--- config.mk ---
export PLATFORM = sky130hd
export DESIGN_NAME = mem_port_arbiter
export DESIGN_NICKNAME = d
export VERILOG_FILES = /design/src/rtl/mem_port_arbiter.sv
export SDC_FILE = /design/constraint.sdc
export NUM_CORES = 1
export LEC_CHECK = 0
export CAP_MARGIN = 25
export CORE_UTILIZATION = 43
export CTS_BUF_LIST = sky130_fd_sc_hd__clkbuf_2 sky130_fd_sc_hd__clkbuf_4 sky130_fd_sc_hd__clkbuf_8
export DETAILED_ROUTE_END_ITERATION = 10
export PLACE_DENSITY = 0.89
export SLEW_MARGIN = 10
export SYNTH_ARGS = -nofsm -noshare
export SYNTH_HDL_FRONTEND = slang
export SYNTH_SLANG_ARGS = --single-unit
--- constraint.sdc ---
create_clock -name clk -period 6.43 [get_ports clk]
set_input_delay 1.286 -clock clk [delete_from_list [all_inputs] [get_ports clk]]
set_output_delay 1.286 -clock clk [all_outputs]
set_load 0.01 [all_outputs]
--- src/rtl/mem_port_arbiter.sv ---
// rtl/mem_port_arbiter.sv - CPU/video single-port RAM arbiter with starvation guard and tagged read return
module mem_port_arbiter #(
  parameter int ADDR_W       = 16,
  parameter int DATA_W       = 16,
  parameter int RD_LATENCY   = 1,
  parameter int MAX_VID_WAIT = 4
) (
  input  logic              clk,
  input  logic              reset,
  input  logic              cpu_req,
  input  logic              cpu_we,
  input  logic [ADDR_W-1:0] cpu_addr,
  input  logic [DATA_W-1:0] cpu_wdata,
  output logic              cpu_gnt,
  output logic              cpu_rvalid,
  output logic [DATA_W-1:0] cpu_rdata,
  input  logic              vid_req,
  input  logic [ADDR_W-1:0] vid_addr,
  output logic              vid_gnt,
  output logic              vid_rvalid,
  output logic [DATA_W-1:0] vid_rdata,
  output logic [ADDR_W-1:0] mem_addr,
  output logic              mem_we,
  output logic [DATA_W-1:0] mem_wdata,
  input  logic [DATA_W-1:0] mem_rdata,
  output logic              vid_starved
);

  typedef enum logic [1:0] {
    SLOT_IDLE,
    SLOT_CPU,
    SLOT_VID
  } slot_e;

  localparam logic [3:0] MAX_WAIT = 4'(MAX_VID_WAIT);

  slot_e                  slot;
  logic [3:0]             wait_cnt;
  logic [ADDR_W-1:0]      last_addr;
  logic [DATA_W-1:0]      last_wdata;
  logic [RD_LATENCY-1:0]  tag_valid;
  logic [RD_LATENCY-1:0]  tag_vid;
  logic                   rd_issue;

  assign vid_starved = (wait_cnt == MAX_WAIT);

  // Slot decision: CPU wins unless video has waited long enough; nothing is granted in reset
  always_comb begin
    slot = SLOT_IDLE;
    if (reset) begin
      if (cpu_req && !(vid_req && vid_starved)) begin
        slot = SLOT_CPU;
      end else if (vid_req) begin
        slot = SLOT_VID;
      end
    end
  end

  // RAM port mux; address and write data hold their last driven value on idle cycles
  always_comb begin
    cpu_gnt   = 1'b0;
    vid_gnt   = 1'b0;
    mem_addr  = last_addr;
    mem_we    = 1'b0;
    mem_wdata = last_wdata;
    case (slot)
      SLOT_CPU: begin
        cpu_gnt   = 1'b1;
        mem_addr  = cpu_addr;
        mem_we    = cpu_we;
        mem_wdata = cpu_wdata;
      end
      SLOT_VID: begin
        vid_gnt  = 1'b1;
        mem_addr = vid_addr;
      end
      default: ;
    endcase
  end

  assign rd_issue = vid_gnt | (cpu_gnt & ~cpu_we);

  // Remember the last RAM address/data so idle cycles do not toggle the RAM pins
  always_ff @(posedge clk or negedge reset) begin
    if (!reset) begin
      last_addr  <= '0;
      last_wdata <= '0;
    end else if (cpu_gnt) begin
      last_addr  <= cpu_addr;
      last_wdata <= cpu_wdata;
    end else if (vid_gnt) begin
      last_addr  <= vid_addr;
    end
  end

  // Count consecutive denied video cycles, saturating at the starvation threshold
  always_ff @(posedge clk or negedge reset) begin
    if (!reset) begin
      wait_cnt <= '0;
    end else if (vid_req && !vid_gnt) begin
      if (wait_cnt != MAX_WAIT) begin
        wait_cnt <= wait_cnt + 4'd1;
      end
    end else begin
      wait_cnt <= '0;
    end
  end

  // Owner tags travel alongside the RAM read latency so each response reaches its issuer in order
  always_ff @(posedge clk or negedge reset) begin
    if (!reset) begin
      tag_valid <= '0;
      tag_vid   <= '0;
    end else begin
      tag_valid[0] <= rd_issue;
      tag_vid[0]   <= vid_gnt;
      for (int i = 1; i < RD_LATENCY; i++) begin
        tag_valid[i] <= tag_valid[i-1];
        tag_vid[i]   <= tag_vid[i-1];
      end
    end
  end

  assign cpu_rvalid = tag_valid[RD_LATENCY-1] & ~tag_vid[RD_LATENCY-1];
  assign vid_rvalid = tag_valid[RD_LATENCY-1] &  tag_vid[RD_LATENCY-1];
  assign cpu_rdata  = mem_rdata;
  assign vid_rdata  = mem_rdata;

endmodule

==> Word-level counts from Yosys, hierarchy flattened <==
Cells that the tools add are included.
{ "word_totals": {"register_bits": 38, "input_bits": 69, "output_inout_bits": 70, "wordCells": 35} }
{ "classes": {"add_sub_neg": 1, "n_eq_ne": 5, "muxes": 12, "n_bitwise": 6, "reduce_logical": 6} }
{ "ops": {"columns": ["operator", "count"], "rows": [
  ["16-bit 2-to-1 mux", 3],
  ["16-bit one-hot mux with 2 select lines", 1],
  ["4-bit 2-to-1 mux", 2],
  ["2-bit 2-to-1 mux", 3],
  ["4-bit by 1-bit adder with 4-bit output (second input constant)", 1],
  ["4-bit by 3-bit == test with 1-bit output (second input constant)", 1],
  ["4-bit by 3-bit inequality test with 1-bit output (second input constant)", 1],
  ["1-bit AND", 3],
  ["1-bit logical AND", 3],
  ["1-bit 2-to-1 mux", 3],
  ["2-bit by 1-bit == test with 1-bit output (second input constant)", 1],
  ["2-bit == test (second input constant)", 1],
  ["1-bit zero test", 2],
  ["2-bit by 1-bit inequality test with 1-bit output (second input constant)", 1],
  ["1-bit inverter", 2],
  ["2-bit nonzero test", 1],
  ["1-bit bitwise OR", 1]
]} }

==> Longest topological paths before layout <==
Gate-level depths: netlist of run 1.
{ "depth": {"word_depth": 11, "ltp_mapped": 11, "depth_no_buf": 9} }

==> Worst setup path before layout of run 1 <==
No wires, ideal clock.
{ "synth_path": {"path_kind": "input-to-output", "startpoint": "in vid_req", "endpoint": "out mem_addr[0]", "t_arrival_ps": 2434, "required_ps": 5144, "setup_slack_ps": 2710, "cell_stages": 7, "path_buffers": 2, "cell_sequence": "nand2_1 and3_1 ha_1 buf_2 buf_2 a221oi_1 nor2_1"} }
{ "synth_via": {"elab_chain_cells": 7, "word_cells_on_any_way": 9, "cone_classes": "eq/ne: 2; mux: 4; reduce/logical: 3"} }
{ "synth_rtl": {"columns": ["element", "line_no", "text"], "rows": [
  ["start, declared", "17", "input logic vid_req,"],
  ["1-bit logical AND", "51", "if (cpu_req && !(vid_req && vid_starved)) begin"],
  ["1-bit zero test", "51", null],
  ["1-bit logical AND", "51", null],
  ["2-bit 2-to-1 mux *", "51", null],
  ["2-bit 2-to-1 mux *", "50", "if (reset) begin"],
  ["2-bit == test or 2-bit by 1-bit == test with 1-bit output (tied branches)", "66", "case (slot)"],
  ["16-bit one-hot mux with 2 select lines *", "66", null],
  ["end, declared", "22", "output logic [ADDR_W-1:0] mem_addr,"]
]} }
Mark *: on every way between the ends. The rest lies on a longest branch, timed or not.

==> Final worst setup path of run 1 <==
{ "layout_path": {"startpoint": "in vid_req", "endpoint": "out mem_wdata[11]"} }
{ "layout_via": {"elab_chain_cells": 7, "word_cells_on_any_way": 8, "cone_classes": "eq/ne: 1; mux: 4; reduce/logical: 3"} }
{ "layout_rtl": {"columns": ["element", "line_no", "text"], "rows": [
  ["1-bit logical AND", "51", null],
  ["1-bit zero test", "51", null],
  ["1-bit logical AND", "51", null],
  ["2-bit 2-to-1 mux *", "51", null],
  ["2-bit 2-to-1 mux *", "50", null],
  ["2-bit by 1-bit == test with 1-bit output *", "66", null],
  ["16-bit 2-to-1 mux *", "66", null],
  ["end, declared", "24", "output logic [DATA_W-1:0] mem_wdata,"]
]} }
Marked as above.

==> flow_summary.json, run 1 <==
{
  "status": "complete, no violations",
  "yosysSeqAreaShare": 0.388,
  "power_density_over_the_cells_nw_per_um2": 226,
  "tightestPinTransition_ns": 0.982,
  "via_count": 1930,
  "min-delay-path-class": "reg2reg",
  "clk-insertion-delay-late_ns": 0.28,
  "worst_endpoint_data_arrival_time_ns": 3.80,
  "setup_repair_after_global_routing_missed_its_margin": "false",
  "crit_type": "in2out",
  "cts_tree": "built",
  "gr_ovfl_total": 0,
  "first_global_vias": 1971,
  "report.final.hold_viol_count": 0,
  "drc_violations_left": 0,
  "first_pass_grt_wire_length_mm": 8.71,
  "critical_path_cell_with_the_highest_stage_delay": "sky130_fd_sc_hd__ha_2",
  "ctsLongestPathBuffers": 2,
  "numPortBuffers": 90,
  "wl_mm": 5.26,
  "cts_setup_buffers": 0,
  "final.period_utilization": 0.792,
  "gp_congestion": 0.746,
  "crit_path_cell_trace": "clkdlybuf4s50_1 > nand2_1 > and3_1 > ha_2 > mux2_2 > clkdlybuf4s50_1",
  "h-tree-depth": 2,
  "final-max-slew-violation-count": 0,
  "nNetsFinal": 370,
  "detail-route-antenna-nets": 0,
  "critical_path.max_stage_delay_ns": 0.84,
  "cts.root.buffer_cell": "sky130_fd_sc_hd__clkbuf_8",
  "vdd.ir_drop.worst_mv": 0.161,
  "drive_above_1_share": 0.152,
  "post-route-min-period_ns": 5.09,
  "regArea_um2": 951,
  "fp.dieArea_um2": 6000,
  "crit_path_max_fanout": 50,
  "mostFrequentLayoutCell": "sky130_fd_sc_hd__clkdlybuf4s50_1",
  "cp-start-kind": "input port",
  "syn-num-nets": 319,
  "reg_clk_slew_reported_paths_ns": 0.07,
  "critical_path.endpoint_type": "output pin",
  "design_power_total_mw": 0.723,
  "via_per_inst": 5.24,
  "layout.cells.most_common_list": "89 x sky130_fd_sc_hd__clkdlybuf4s50_1, 38 x sky130_fd_sc_hd__dfrtp_1, 34 x sky130_fd_sc_hd__nor2_1, 33 x sky130_fd_sc_hd__nor2b_1, 32 x sky130_fd_sc_hd__mux2_2",
  "cp_launch_point": "vid_req",
  "max_freq_ghz": 0.196,
  "drt-wirelength-per-cell_um": 14.3,
  "regToRegStartpoint": "wait_cnt[0]",
  "totalNegativeSetupSlack_ns": 0,
  "initialDrtViolationCount": 61,
  "core_area_um2": 5510,
  "grt_start_max_net_pins": 51,
  "row_count": 27,
  "cts_buffers": 5,
  "fill_cells": 478,
  "antennaDiodeCount": 0,
  "syn2layout_area_growth_pct": 30.9,
  "hpwlAfterDp_mm": 3.71,
  "antenna_found_initial": 0,
  "hold_path.startpoint": "last_addr[11]",
  "finClkSkew_ns": 0.00333,
  "syn_area_um2": 2450,
  "grt.total_usage": 0.181,
  "multiInputGateArea_um2": 1150,
  "number_of_ports_placed_on_the_die_boundary": 139,
  "synth.ff_latch_count": 38,
  "cts-hold-fix-buffers": 0,
  "clock_sinks": 38,
  "synth-warning-count": 0,
  "synth_area_per_cell_um2": 10.0,
  "die_width_um": 77.5,
  "setup_viol": 0,
  "cts_resized": 0,
  "relSlewSlack": 0.345,
  "detailedRoute.firstPassIterationCount": 4,
  "leakagePower_nw": 1.27,
  "initial_utilization": 0.445,
  "cpMostUsedCell": "sky130_fd_sc_hd__clkdlybuf4s50_1",
  "number_of_distinct_library_cells_after_synthesis": 26,
  "cap_violations": 0,
  "cp.required_ns": 5.14,
  "post_synth_inst_count": 245,
  "floorplan.die.height_um": 77.5
}
## registers in the layout (all words and copies together), names as in the netlist
register,cells
last_wdata,16
tag_vid,1
wait_cnt,4
tag_valid,1
last_addr,16
## synthesized netlist by cell type (all sizes together)
master | instances | area, um2
mux2 | 32 | 360
buf | 47 | 330
a21o | 1 | 7.51
and3b | 1 | 8.76
a211oi | 16 | 120
and2 | 2 | 12.5
inv | 3 | 11.3
mux2i | 1 | 10.0
nor2b | 33 | 206
a221oi | 16 | 140
a31oi | 1 | 6.26
dfrtp | 38 | 951
nor3 | 1 | 5.00
nand2b | 3 | 26.3
o21bai | 1 | 7.51
ha | 5 | 62.6
xnor2 | 1 | 8.76
nor2 | 34 | 128
xor2 | 1 | 8.76
clkbuf | 2 | 7.51
nand2 | 1 | 3.75
nand3 | 3 | 15.0
and3 | 2 | 12.5
## logic make-up (layout without fill, tap and decap cells)
family,after synthesis,count (layout),synth area share
buf+inv,52,103,0.142
fa+ha+maj,5,5,0.0255
compound gates,35,35,0.115
simple gates,80,80,0.171
xor+xnor,2,2,0.00715
mux,33,33,0.151
flops,38,38,0.388
## stage by stage
stage | worst slack [ns] | std cells | hold slack [ns] | util | cell area, um2
after floorplan | 2.71 | 245 | 0.466 | - | 2450
after CTS | 1.32 | 368 | 0.508 | 0.582 | 3210
after global placement | 1.38 | 361 | 0.485 | 0.567 | 3120
after detailed placement | 1.33 | 361 | 0.493 | 0.567 | 3120
final | 1.34 | 368 | 0.506 | 0.582 | 3210
after global routing | 1.18 | 368 | 0.532 | 0.582 | 3210
## critical path, delay by kind of cell
family	cells	cell delay [ns]
fa+ha+maj	1	0.84
buf+inv	2	0.96
mux	1	0.41
simple gates	2	0.29
## final timing paths
check | slack, ns | depth (start not counted) | to
setup / recovery | 1.34 | 6 | mem_wdata[11]
max in group asynchronous | 4.96 | 2 | wait_cnt[0]
min in group asynchronous | 1.14 | 2 | last_wdata[14]
hold reg to reg | 0.51 | 2 | last_addr[11]
setup reg to reg | 3.72 | 8 | last_wdata[8]
hold / removal | 0.51 | 2 | last_addr[11]
## per-layer routing
| layer | vias up | track usage | wire (um) |
|---|---|---|---|
| met4 | 0 | 0.0906 | 120 |
| met3 | 17 | 0.0447 | 353 |
| met5 | - | 0 | 0 |
| met1 | 911 | 0.207 | 2200 |
| li1 | 919 | - | - |
| met2 | 83 | 0.315 | 2590 |
## power breakdown
part | switching [mW] | leakage, nW | internal, mW
logic | 0.109 | 0.781 | 0.159
clock network | 0.0745 | 0.0452 | 0.0830
registers | 0.0169 | 0.447 | 0.281
## area by class of cell
class,count,share of cell area
multi-input combinational,155,0.359
sequential,38,0.297
timing repair buffer,93,0.286
tap,72,0.0281
clock buffer,7,0.0261
inverter,3,0.00351
Note: power is estimated with default switching activity, not from simulation.
==> inputs of run 2 (changes only) <==
--- a/config.mk
+++ b/config.mk
@@ -6,10 +6,10 @@
 export NUM_CORES = 1
 export LEC_CHECK = 0
 export CAP_MARGIN = 25
-export CORE_UTILIZATION = 43
+export CORE_UTILIZATION = 36
 export CTS_BUF_LIST = sky130_fd_sc_hd__clkbuf_2 sky130_fd_sc_hd__clkbuf_4 sky130_fd_sc_hd__clkbuf_8
 export DETAILED_ROUTE_END_ITERATION = 10
-export PLACE_DENSITY = 0.89
+export PLACE_DENSITY = 0.79
 export SLEW_MARGIN = 10
 export SYNTH_ARGS = -nofsm -noshare
 export SYNTH_HDL_FRONTEND = slang
==> constraint.sdc (replaced) <==
create_clock -name clk -period 4.26 [get_ports clk]
set_input_delay 0.852 -clock clk [delete_from_list [all_inputs] [get_ports clk]]
set_output_delay 0.852 -clock clk [all_outputs]
set_load 0.01 [all_outputs]
==> run 2 against run 1 <==
Effect of this change: hold slack got worse by 0.0058 ns; first-iteration DRC count rose by 70%; largest power group unchanged; sequential power rose by 51%; clock-buffer cell count did not move; the flow now finishes with violations (design-rule violations).
==> flow_summary.json, run 2 (synthesized netlist as in run 1, its figures left out) <==
{
  "h-tree-depth": 2,
  "crit_path_cell_trace": "clkdlybuf4s50_1 > nand2_1 > and3_1 > ha_1 > buf_4 > nor2b_1 > nor2_1 > clkdlybuf4s50_1",
  "drt-wirelength-per-cell_um": 14.8,
  "clk-insertion-delay-late_ns": 0.28,
  "wl_mm": 5.57,
  "antennaDiodeCount": 0,
  "power_density_over_the_cells_nw_per_um2": 343,
  "holdPathStages": 2,
  "detail-route-antenna-nets": 0,
  "critical_path_cell_with_the_highest_stage_delay": "sky130_fd_sc_hd__clkdlybuf4s50_1",
  "critical_path.max_stage_delay_ns": 0.52,
  "finClkSkew_ns": 0.00444,
  "detailedRoute.firstPassIterationCount": 7,
  "row_count": 29,
  "cts_buffers": 5,
  "antenna_found_initial": 0,
  "layout.cells.most_common_list": "89 x sky130_fd_sc_hd__clkdlybuf4s50_1, 38 x sky130_fd_sc_hd__dfrtp_1, 34 x sky130_fd_sc_hd__nor2_1, 33 x sky130_fd_sc_hd__nor2b_1, 32 x sky130_fd_sc_hd__mux2_2",
  "initial_utilization": 0.379,
  "cap_violations": 0,
  "biggestRegsByFlops": "last_addr: 16 flops, last_wdata: 16 flops, wait_cnt: 4 flops",
  "floorplan.die.height_um": 84.5,
  "via_count": 1918,
  "first_pass_grt_wire_length_mm": 9.34,
  "leakagePower_nw": 1.29,
  "gr_ovfl_total": 0,
  "nNetsFinal": 372,
  "max_freq_ghz": 0.252,
  "final_design_area_no_fill_um2": 3240,
  "cts_tree": "built",
  "cp.required_ns": 3.41,
  "mostFrequentLayoutCell": "sky130_fd_sc_hd__clkdlybuf4s50_1",
  "placed_cell_area_um2": 3140,
  "gp_congestion": 0.765,
  "place.detailed.instances": 368,
  "numPortBuffers": 90,
  "setup_viol": 0,
  "cp-start-kind": "input port",
  "crit_type": "in2out",
  "die_width_um": 84.5,
  "ctsLongestPathBuffers": 2,
  "critical_path.endpoint_type": "output pin",
  "crit_path_max_fanout": 48,
  "final-max-slew-violation-count": 0,
  "totalNegativeSetupSlack_ns": 0,
  "grt_start_max_net_pins": 49,
  "violations": "design-rule violations",
  "final-instance-count-excl-fill": 376,
  "regArea_um2": 951,
  "reg_clk_slew_reported_paths_ns": 0.07,
  "cpMostUsedCell": "sky130_fd_sc_hd__clkdlybuf4s50_1",
  "core_area_um2": 6460,
  "syn2layout_area_growth_pct": 32.3,
  "grt.total_usage": 0.160,
  "relSlewSlack": 0.633,
  "initialDrtViolationCount": 104,
  "final.period_utilization": 0.932,
  "fill_cells": 622,
  "tightestPinTransition_ns": 0.550,
  "report.final.hold_viol_count": 0,
  "setup_repair_after_global_routing_missed_its_margin": "false",
  "min-delay-path-class": "reg2reg",
  "fp.dieArea_um2": 7140,
  "post-route-min-period_ns": 3.97,
  "reg2regPathDepth": 10,
  "drive_above_1_share": 0.164,
  "hpwlAfterDp_mm": 3.85,
  "via_per_inst": 5.10,
  "status": "finished, violations left",
  "multiInputGateArea_um2": 1150,
  "number_of_ports_placed_on_the_die_boundary": 139,
  "drc_violations_left": 13,
  "cp_num_cells": 8,
  "first_global_vias": 2054,
  "worst_endpoint_data_arrival_time_ns": 3.12,
  "critPathTopFamily": "buffers and inverters",
  "clock_sinks": 38,
  "cts.root.buffer_cell": "sky130_fd_sc_hd__clkbuf_8",
  "cp.buffers_inverters": 3,
  "vdd.ir_drop.worst_mv": 0.206
}
[run 2: cell types whose count changed in the layout (fill, tap and decap cells not counted), sizes merged]
cell	delta
buf	+2
clkinv	+1
[run 2: final cells by class]
class,count,share of cell area
sequential,38,0.293
multi-input combinational,155,0.356
timing repair buffer,95,0.288
clock inverter,1,0.00154
clock buffer,7,0.0278
tap,77,0.0297
inverter,3,0.00347
[run 2: report_power, final]
group          total (mW)  internal [mW]  leakage (nW)  switching (mW)
registers           0.447          0.423         0.447          0.0242
logic               0.409          0.241         0.790           0.167
clock network       0.257          0.137        0.0517           0.120
[run 2: final timing paths]
kind,from,endpoint,slack (ns)
max,vid_req,mem_addr[0],0.29
min,last_addr[1],last_addr[1],0.50
max reg2reg,wait_cnt[0],last_addr[2],1.55
min reg2reg,last_addr[1],last_addr[1],0.50
max in group asynchronous,reset,last_wdata[6],3.23
min in group asynchronous,reset,wait_cnt[2],0.70
[run 2: tightest hold or removal path: cells and delay by family (launching register included)]
kind / cells / cell delay [ns]
DFF: 1 / 0.33
and+or+nand+nor: 2 / 0.14
[run 2: through the flow]
stage | utilization | hold WS (ns) | setup slack, ns | total power [mW]
2_1_floorplan | - | 0.466 | 1.28 | 0.684
4_1_cts | 0.502 | 0.508 | 0.136 | 1.13
5_1_grt | 0.502 | 0.525 | 0.127 | 1.19
6_report | 0.502 | 0.500 | 0.288 | 1.11
3_3_place_gp | 0.487 | 0.483 | 0.308 | 0.854
3_5_place_dp | 0.487 | 0.491 | 0.209 | 0.866
[run 2: what timing repair did]
| action | CTS | global route |
|---|---|---|
| setup endpoints to repair | 0 | 16 |
| hold buffers | 0 | 0 |
| setup buffers | 0 | 0 |
| resized for setup | 0 | 1 |
[run 2: metal layers]
metal  part of all wire  track usage  routed length, um  up-vias
met5                  0            0                  0        -
met4              0.011       0.0524                 61        0
met3              0.077       0.0275                427        7
met2               0.50        0.291               2780       82
met1               0.41        0.190               2300      911
li1                   -            -                  -      918
